$ cat config.mk
export PLATFORM = sky130hd
export DESIGN_NAME = fetch_discard_ctrl
export DESIGN_NICKNAME = d
export VERILOG_FILES = /design/src/rtl/fetch_discard_ctrl_pkg.sv /design/src/rtl/fetch_discard_ctrl_sat_counter32.sv /design/src/rtl/fetch_discard_ctrl.sv
export SDC_FILE = /design/constraint.sdc
export NUM_CORES = 1
export LEC_CHECK = 0
export ABC_AREA = 1
export BUFFER_PORTS_ARGS = -buffer_cell sky130_fd_sc_hd__buf_2
export CAP_MARGIN = 0
export CORE_AREA = 2 2 39 41
export CTS_CLUSTER_SIZE = 40
export DETAILED_ROUTE_END_ITERATION = 12
export DIE_AREA = 0 0 41 43
export SYNTH_ARGS = -nofsm -noshare
export SYNTH_HDL_FRONTEND = slang
export SYNTH_HIERARCHICAL = 1
export SYNTH_SLANG_ARGS = --single-unit
$ cat constraint.sdc
create_clock -name aclk -period 4.06 [get_ports aclk]
set_clock_uncertainty 0.15 [all_clocks]
set_input_delay 0.812 -clock aclk [delete_from_list [all_inputs] [get_ports aclk]]
set_output_delay 0.812 -clock aclk [all_outputs]
set_load 0.005 [all_outputs]
$ cat src/rtl/fetch_discard_ctrl_pkg.sv
// Shared fetch-side definitions: the cpuDefine package that cpu.svh exposes to the core.
// Holds the FetchState encoding used by fetch_discard_ctrl and its bench.
package cpuDefine;

    typedef enum logic [1:0] {
        FS_IDLE  = 2'd0,
        FS_BUSY  = 2'd1,
        FS_DRAIN = 2'd2
    } FetchState;

    localparam int PERF_W = 32;

endpackage

$ cat src/rtl/fetch_discard_ctrl_sat_counter32.sv
// 32-bit event counter that sticks at all-ones instead of wrapping.
// Synchronous clear has priority over increment.
module sat_counter32
    import cpuDefine::*;
(
    input  logic              clk_i,
    input  logic              rst_ni,
    input  logic              inc_i,
    input  logic              clear_i,
    output logic [PERF_W-1:0] count_o
);

    logic [PERF_W-1:0] cnt_q;
    logic [PERF_W-1:0] cnt_d;

    always_comb begin
        cnt_d = cnt_q;
        if (clear_i) begin
            cnt_d = '0;
        end else if (inc_i && (cnt_q != '1)) begin
            cnt_d = cnt_q + PERF_W'(1);
        end
    end

    always_ff @(posedge clk_i or negedge rst_ni) begin
        if (!rst_ni) begin
            cnt_q <= '0;
        end else begin
            cnt_q <= cnt_d;
        end
    end

    assign count_o = cnt_q;

endmodule

$ cat src/rtl/fetch_discard_ctrl.sv
// Tracks in-flight instruction fetches and drops responses made stale by a redirect.
// Optional FETCH_DISCARD_PERF_EN adds a saturating count of discarded responses.
//
// Handshake: req_fire means the bus accepted a request this cycle; rsp_valid means
// one response returns this cycle, in request order. Each response with something
// in flight is either accepted or discarded, never both, in the same cycle.
module fetch_discard_ctrl
    import cpuDefine::*;
#(
    parameter  int MAX_OUT = 2,
    localparam int CNT_W   = $clog2(MAX_OUT + 1)
) (
    input  logic             aclk,
    input  logic             resetn,
    input  logic             req_fire,
    input  logic             rsp_valid,
    input  logic             kill,
    output logic             rsp_accept,
    output logic             rsp_discard,
    output logic             req_block,
    output FetchState        state,
    output logic [CNT_W-1:0] out_cnt,
    output logic             protocol_err
`ifdef FETCH_DISCARD_PERF_EN
    ,
    output logic [PERF_W-1:0] perf_discard_cnt
`endif
);

    localparam logic [CNT_W-1:0] MAX_CNT = CNT_W'(MAX_OUT);

    logic [CNT_W-1:0] out_q, out_d;
    logic [CNT_W-1:0] disc_q, disc_d;
    logic             err_q, err_d;
    FetchState        state_q, state_d;

    logic full;
    logic rsp_live;
    logic rsp_stale;
    logic fire_ovf;
    logic fire_ok;

    // A response with nothing outstanding is a protocol error, not a discard.
    always_comb begin
        full      = (out_q == MAX_CNT);
        rsp_live  = rsp_valid && (out_q != '0);
        rsp_stale = rsp_live && (kill || (disc_q != '0));
        fire_ovf  = req_fire && full && !rsp_valid;
        fire_ok   = req_fire && !fire_ovf;

        rsp_discard = resetn && rsp_stale;
        rsp_accept  = resetn && rsp_live && !rsp_stale;
        req_block   = full && !rsp_valid;

        out_d = out_q + CNT_W'(fire_ok) - CNT_W'(rsp_live);
        err_d = err_q || (rsp_valid && (out_q == '0)) || fire_ovf;

        disc_d = disc_q;
        if (kill) begin
            disc_d = out_d;
        end else if (rsp_stale) begin
            disc_d = disc_q - CNT_W'(1);
        end

        state_d = FS_IDLE;
        if (disc_d != '0) begin
            state_d = FS_DRAIN;
        end else if (out_d != '0) begin
            state_d = FS_BUSY;
        end
    end

    always_ff @(posedge aclk or negedge resetn) begin
        if (!resetn) begin
            out_q   <= '0;
            disc_q  <= '0;
            err_q   <= 1'b0;
            state_q <= FS_IDLE;
        end else begin
            out_q   <= out_d;
            disc_q  <= disc_d;
            err_q   <= err_d;
            state_q <= state_d;
        end
    end

    assign state        = state_q;
    assign out_cnt      = out_q;
    assign protocol_err = err_q;

`ifdef FETCH_DISCARD_PERF_EN
    sat_counter32 u_perf (
        .clk_i   (aclk),
        .rst_ni  (resetn),
        .inc_i   (rsp_discard),
        .clear_i (1'b0),
        .count_o (perf_discard_cnt)
    );
`endif

endmodule

# Word-level counts from Yosys, hierarchy flattened

Index checks and enable logic that the tools add are counted.

Flip-flop bits (word level): 7
Bits of input ports: 5
Output and inout bits: 8
Logic and storage cells: 33

Muxes and demuxes: 4
Reductions and logical operators: 21
Equal/unequal tests: 1
Add/subtract/negate cells: 3

Operators with widths:

| operator            | count |
|---|---|
| $logic_and 1x1->1   | 10 |
| $reduce_bool 2->1   | 4 |
| $mux 2              | 3 |
| $logic_not 1->1     | 3 |
| $logic_or 1x1->1    | 3 |
| $add 2x1->2         | 1 |
| $eq 2x2->1 const B  | 1 |
| $logic_not 2->1     | 1 |
| $sub 2x1->2         | 1 |
| $sub 2x1->2 const B | 1 |
| $mux 1              | 1 |

# Longest topological paths before layout

Depth in word-level cells: 10
Gate-level depth with buffers: 13
Depth with buffers taken out: 13

# Worst setup path after synthesis

OpenSTA, ideal clock, no wires.

Path kind: input to register
From: input port rsp_valid
To: register state_q[0] (netlist: state[0])
Setup time: 0.069 ns
Data arrival time: 2.213 ns
Cell stages on the path: 10
Required time: 3.841 ns
Slack: 1.628 ns
Buffers on the path: 0
Cell sequence: nor3_1 > nand2_1 > nand2_1 > ha_1 > inv_1 > ha_1 > or2_2 > nand2_2 > nand2_2 > nor2_2

Longest elaborated chain between the ends: 9
Elaborated cells on any way between the ends: 14
Classes of those cells: add/sub: 2; mux: 4; reduce/logical: 8

RTL lines:

| item                                        | RTL line                                           | source |
|---|---|---|
| start: declaration                          | fetch_discard_ctrl.sv:16                           | `input logic rsp_valid,` |
| $logic_not 1->1                             | fetch_discard_ctrl.sv:48                           | `fire_ovf = req_fire && full && !rsp_valid;` |
| $logic_and 1x1->1                           | fetch_discard_ctrl.sv:48                           |  |
| $logic_not 1->1                             | fetch_discard_ctrl.sv:49                           | `fire_ok = req_fire && !fire_ovf;` |
| $logic_and 1x1->1                           | fetch_discard_ctrl.sv:49                           |  |
| $add 2x1->2                                 | fetch_discard_ctrl.sv:55                           | `out_d = out_q + CNT_W'(fire_ok) - CNT_W'(rsp_live);` |
| $sub 2x1->2 *                               | fetch_discard_ctrl.sv:55                           |  |
| via out_d[0]                                | fetch_discard_ctrl.sv:32                           | `logic [CNT_W-1:0] out_q, out_d;` |
| $reduce_bool 2->1 or $mux 2 (tied branches) | fetch_discard_ctrl.sv:68, fetch_discard_ctrl.sv:59 |  |
| $mux 1 or $reduce_bool 2->1 (tied branches) | fetch_discard_ctrl.sv:68, fetch_discard_ctrl.sv:66 |  |
| $mux 2 *                                    | fetch_discard_ctrl.sv:66                           | `if (disc_d != '0) begin` |
| via state_d[0]                              | fetch_discard_ctrl.sv:35                           | `FetchState state_q, state_d;` |
| end signal: assignment                      | fetch_discard_ctrl.sv:83                           | `state_q <= state_d;` |
| end: declaration                            | fetch_discard_ctrl.sv:35                           |  |

The timed path passes the listed nets; every way through them passes the cells marked *.

# Final worst setup path

From: input port rsp_valid
To: output port rsp_discard

Longest elaborated chain between the ends: 3

RTL lines:

| item              | RTL line                 | source |
|---|---|---|
| $logic_and 1x1->1 | fetch_discard_ctrl.sv:46 | `rsp_live = rsp_valid && (out_q != '0);` |
| $logic_and 1x1->1 | fetch_discard_ctrl.sv:47 | `rsp_stale = rsp_live && (kill \|\| (disc_q != '0));` |
| $logic_and 1x1->1 | fetch_discard_ctrl.sv:51 | `rsp_discard = resetn && rsp_stale;` |
| end: declaration  | fetch_discard_ctrl.sv:19 | `output logic rsp_discard,` |

No other way between the ends.

==> flow_metrics.tcl <==
set metrics [dict create \
    status "complete, no violations" \
    cts_max_level 1 \
    worstMarginPinSlew_ns 0.241 \
    route.met3.wl_um 32 \
    met1Wirelength_um 356 \
    syn_area_um2 415 \
    required_ns 3.10 \
    cp-start-kind "primary input" \
    syn_nets 62 \
    fmax_mhz 416 \
    hpwl_um 616 \
    fp.dieH_um 43 \
    cp-startpoint "rsp_valid" \
    r2r_end "state[0]" \
    clock-sinks 7 \
    tritoncts "yes" \
    worstHoldPathType "in -> async" \
    reg2regPathDepth 11 \
    vias 371 \
    crit_end "rsp_discard" \
    top_layer_used "met3" \
    clkSlewWorstSetupHoldPaths_ns 0.05 \
    grt-ovfl-total 0 \
    gp_congestion 0.688 \
    rsz0062_at_grt "false" \
    synth_cell_type_count 13 \
    io_buffers 12 \
    clockBufferDepth 2 \
    clock_latency_ns 0.24 \
    max-slew-margin-rel 0.838 \
    netlist_instances 54 \
    area_growth_pct 25.6 \
    wl_met2_um 364 \
    crit_arrival_ns 1.44 \
    yosysWarnings 6 \
    grt_max_degree 9 \
    initial_utilization 0.300 \
    drt_pass1_iterations 2 \
    grt_pass1_wl_um 1210 \
    p_leak_nw 0.298 \
    setup_tns_ns 0 \
    cts_resized 0 \
    track_usage 0.105 \
    num_rows 14 \
    min_period_over_period 0.592 \
    end_kind "output pin" \
    slew_viol_final 0 \
    ctsHoldBuffers 0 \
    seq_area_frac_synth 0.422 \
    reg2reg_from "out_cnt[1]" \
    cap_violations 0 \
    first_global_vias 324 \
    yosysTopAreaCell "dfrtp_1" \
    wirelength_um 753 \
    vdd_drop_max_uv 198 \
    die_w_um 41 \
    reg2reg_slack_ns 1.95 \
    final_cell_mix "nand2_1, buf_2, inv_1" \
    postRouteAntennaNets 0 \
    wire_per_inst_um 8.76 \
    remaining_drc_errors 0 \
    synth_top_area_share 0.422 \
    numCtsBuffers 3 \
    drtIter0Drc 3 \
    ios 13 \
    path_class "in -> out" \
    pwr_density_cell_nw_per_um2 693 \
    setup_violations 0 \
    viasPerCell 4.31 \
    crit_fanout 4 \
    post_cts_buffers 0 \
    cts.root.buffer_cell "clkbuf_4" \
    diodes 0 \
    antenna_found_initial 0 \
    min_period_ns 2.40 \
    avgSynthCellArea_um2 7.69 \
    ys_seq_elements 7 \
    nets 79 \
    hold_viol 0 \
    die-area_um2 1760 \
    yosys-top-cells-area "dfrtp_1, nand2_1, inv_1, ha_1, nand3_1" \
    coreArea_um2 1380 \
    holdWs_ns 0.251 \
    drive_gt1_frac 0.343 \
]
==> per-stage QoR <==
stage          setup slack, ns  power (mW)  cells  utilization  area, um^2
2_1_floorplan             1.63       0.252     54            -         415
3_3_place_gp              1.50       0.300     82        0.358         495
3_5_place_dp              1.45       0.303     82        0.358         495
4_1_cts                   1.65       0.369     86        0.377         522
5_1_grt                   1.55       0.404     86        0.377         522
6_report                  1.66       0.361     86        0.377         522
==> per-layer routing <==
| metal | vias up | GRT usage |
|---|---|---|
| met2 | 9 | 0.159 |
| met5 | - | 0 |
| met1 | 166 | 0.116 |
| li1 | 196 | - |
| met3 | 0 | 0.0314 |
| met4 | 0 | 0.0800 |
==> layout make-up <==
cell class                      count  area [um^2]
Clock buffer                        4         26.3
Multi-Input combinational cell     35          195
Tap cell                           16         20.0
Sequential cell                     7          175
Timing Repair Buffer               12         60.1
Inverter                           12         45.0
Fill cell                         157          862
==> cell usage after synthesis <==
library cell,count
nor2_1,2
ha_1,3
a21oi_1,2
or2_2,1
nor2_4,1
inv_1,11
nand2_2,4
nand2_1,12
nor2_2,2
inv_2,1
nand3_1,7
dfrtp_1,7
nor3_1,1
==> logic make-up after synthesis <==
family	count (synthesis)	share of synthesized area
buf+inv	12	0.108
flops	7	0.422
compound gates	2	0.0241
simple gates	30	0.355
fa+ha+maj	3	0.0904
==> power breakdown <==
group / internal (mW) / leakage [nW] / switching (mW)
clock: 0.0374 / 0.0150 / 0.0246
sequential: 0.0980 / 0.0790 / 0.0199
combinational: 0.0751 / 0.204 / 0.106
==> registers in the layout (all words and copies together), names as in the netlist <==
register      flops
out_cnt           2
disc_q            2
protocol_err      1
state             2
==> critical path, stage by stage <==
cell and delay, ns:
buf_2 0.11, inv_1 0.07, nor2_4 0.14, nand2_1 0.08, a21oi_1 0.11, buf_2 0.12
==> worst min-delay path by stage <==
stage                      start      endpoint  slack (ns)  cells after the start
finish                    resetn    out_cnt[1]        0.25                      1
global route              resetn  protocol_err        0.25                      1
CTS                       resetn  protocol_err        0.24                      1
detailed placement  protocol_err  protocol_err        0.30                      2
global placement    protocol_err  protocol_err        0.30                      2
floorplan           protocol_err  protocol_err        0.31                      2
(Power assumes the default switching activity.)
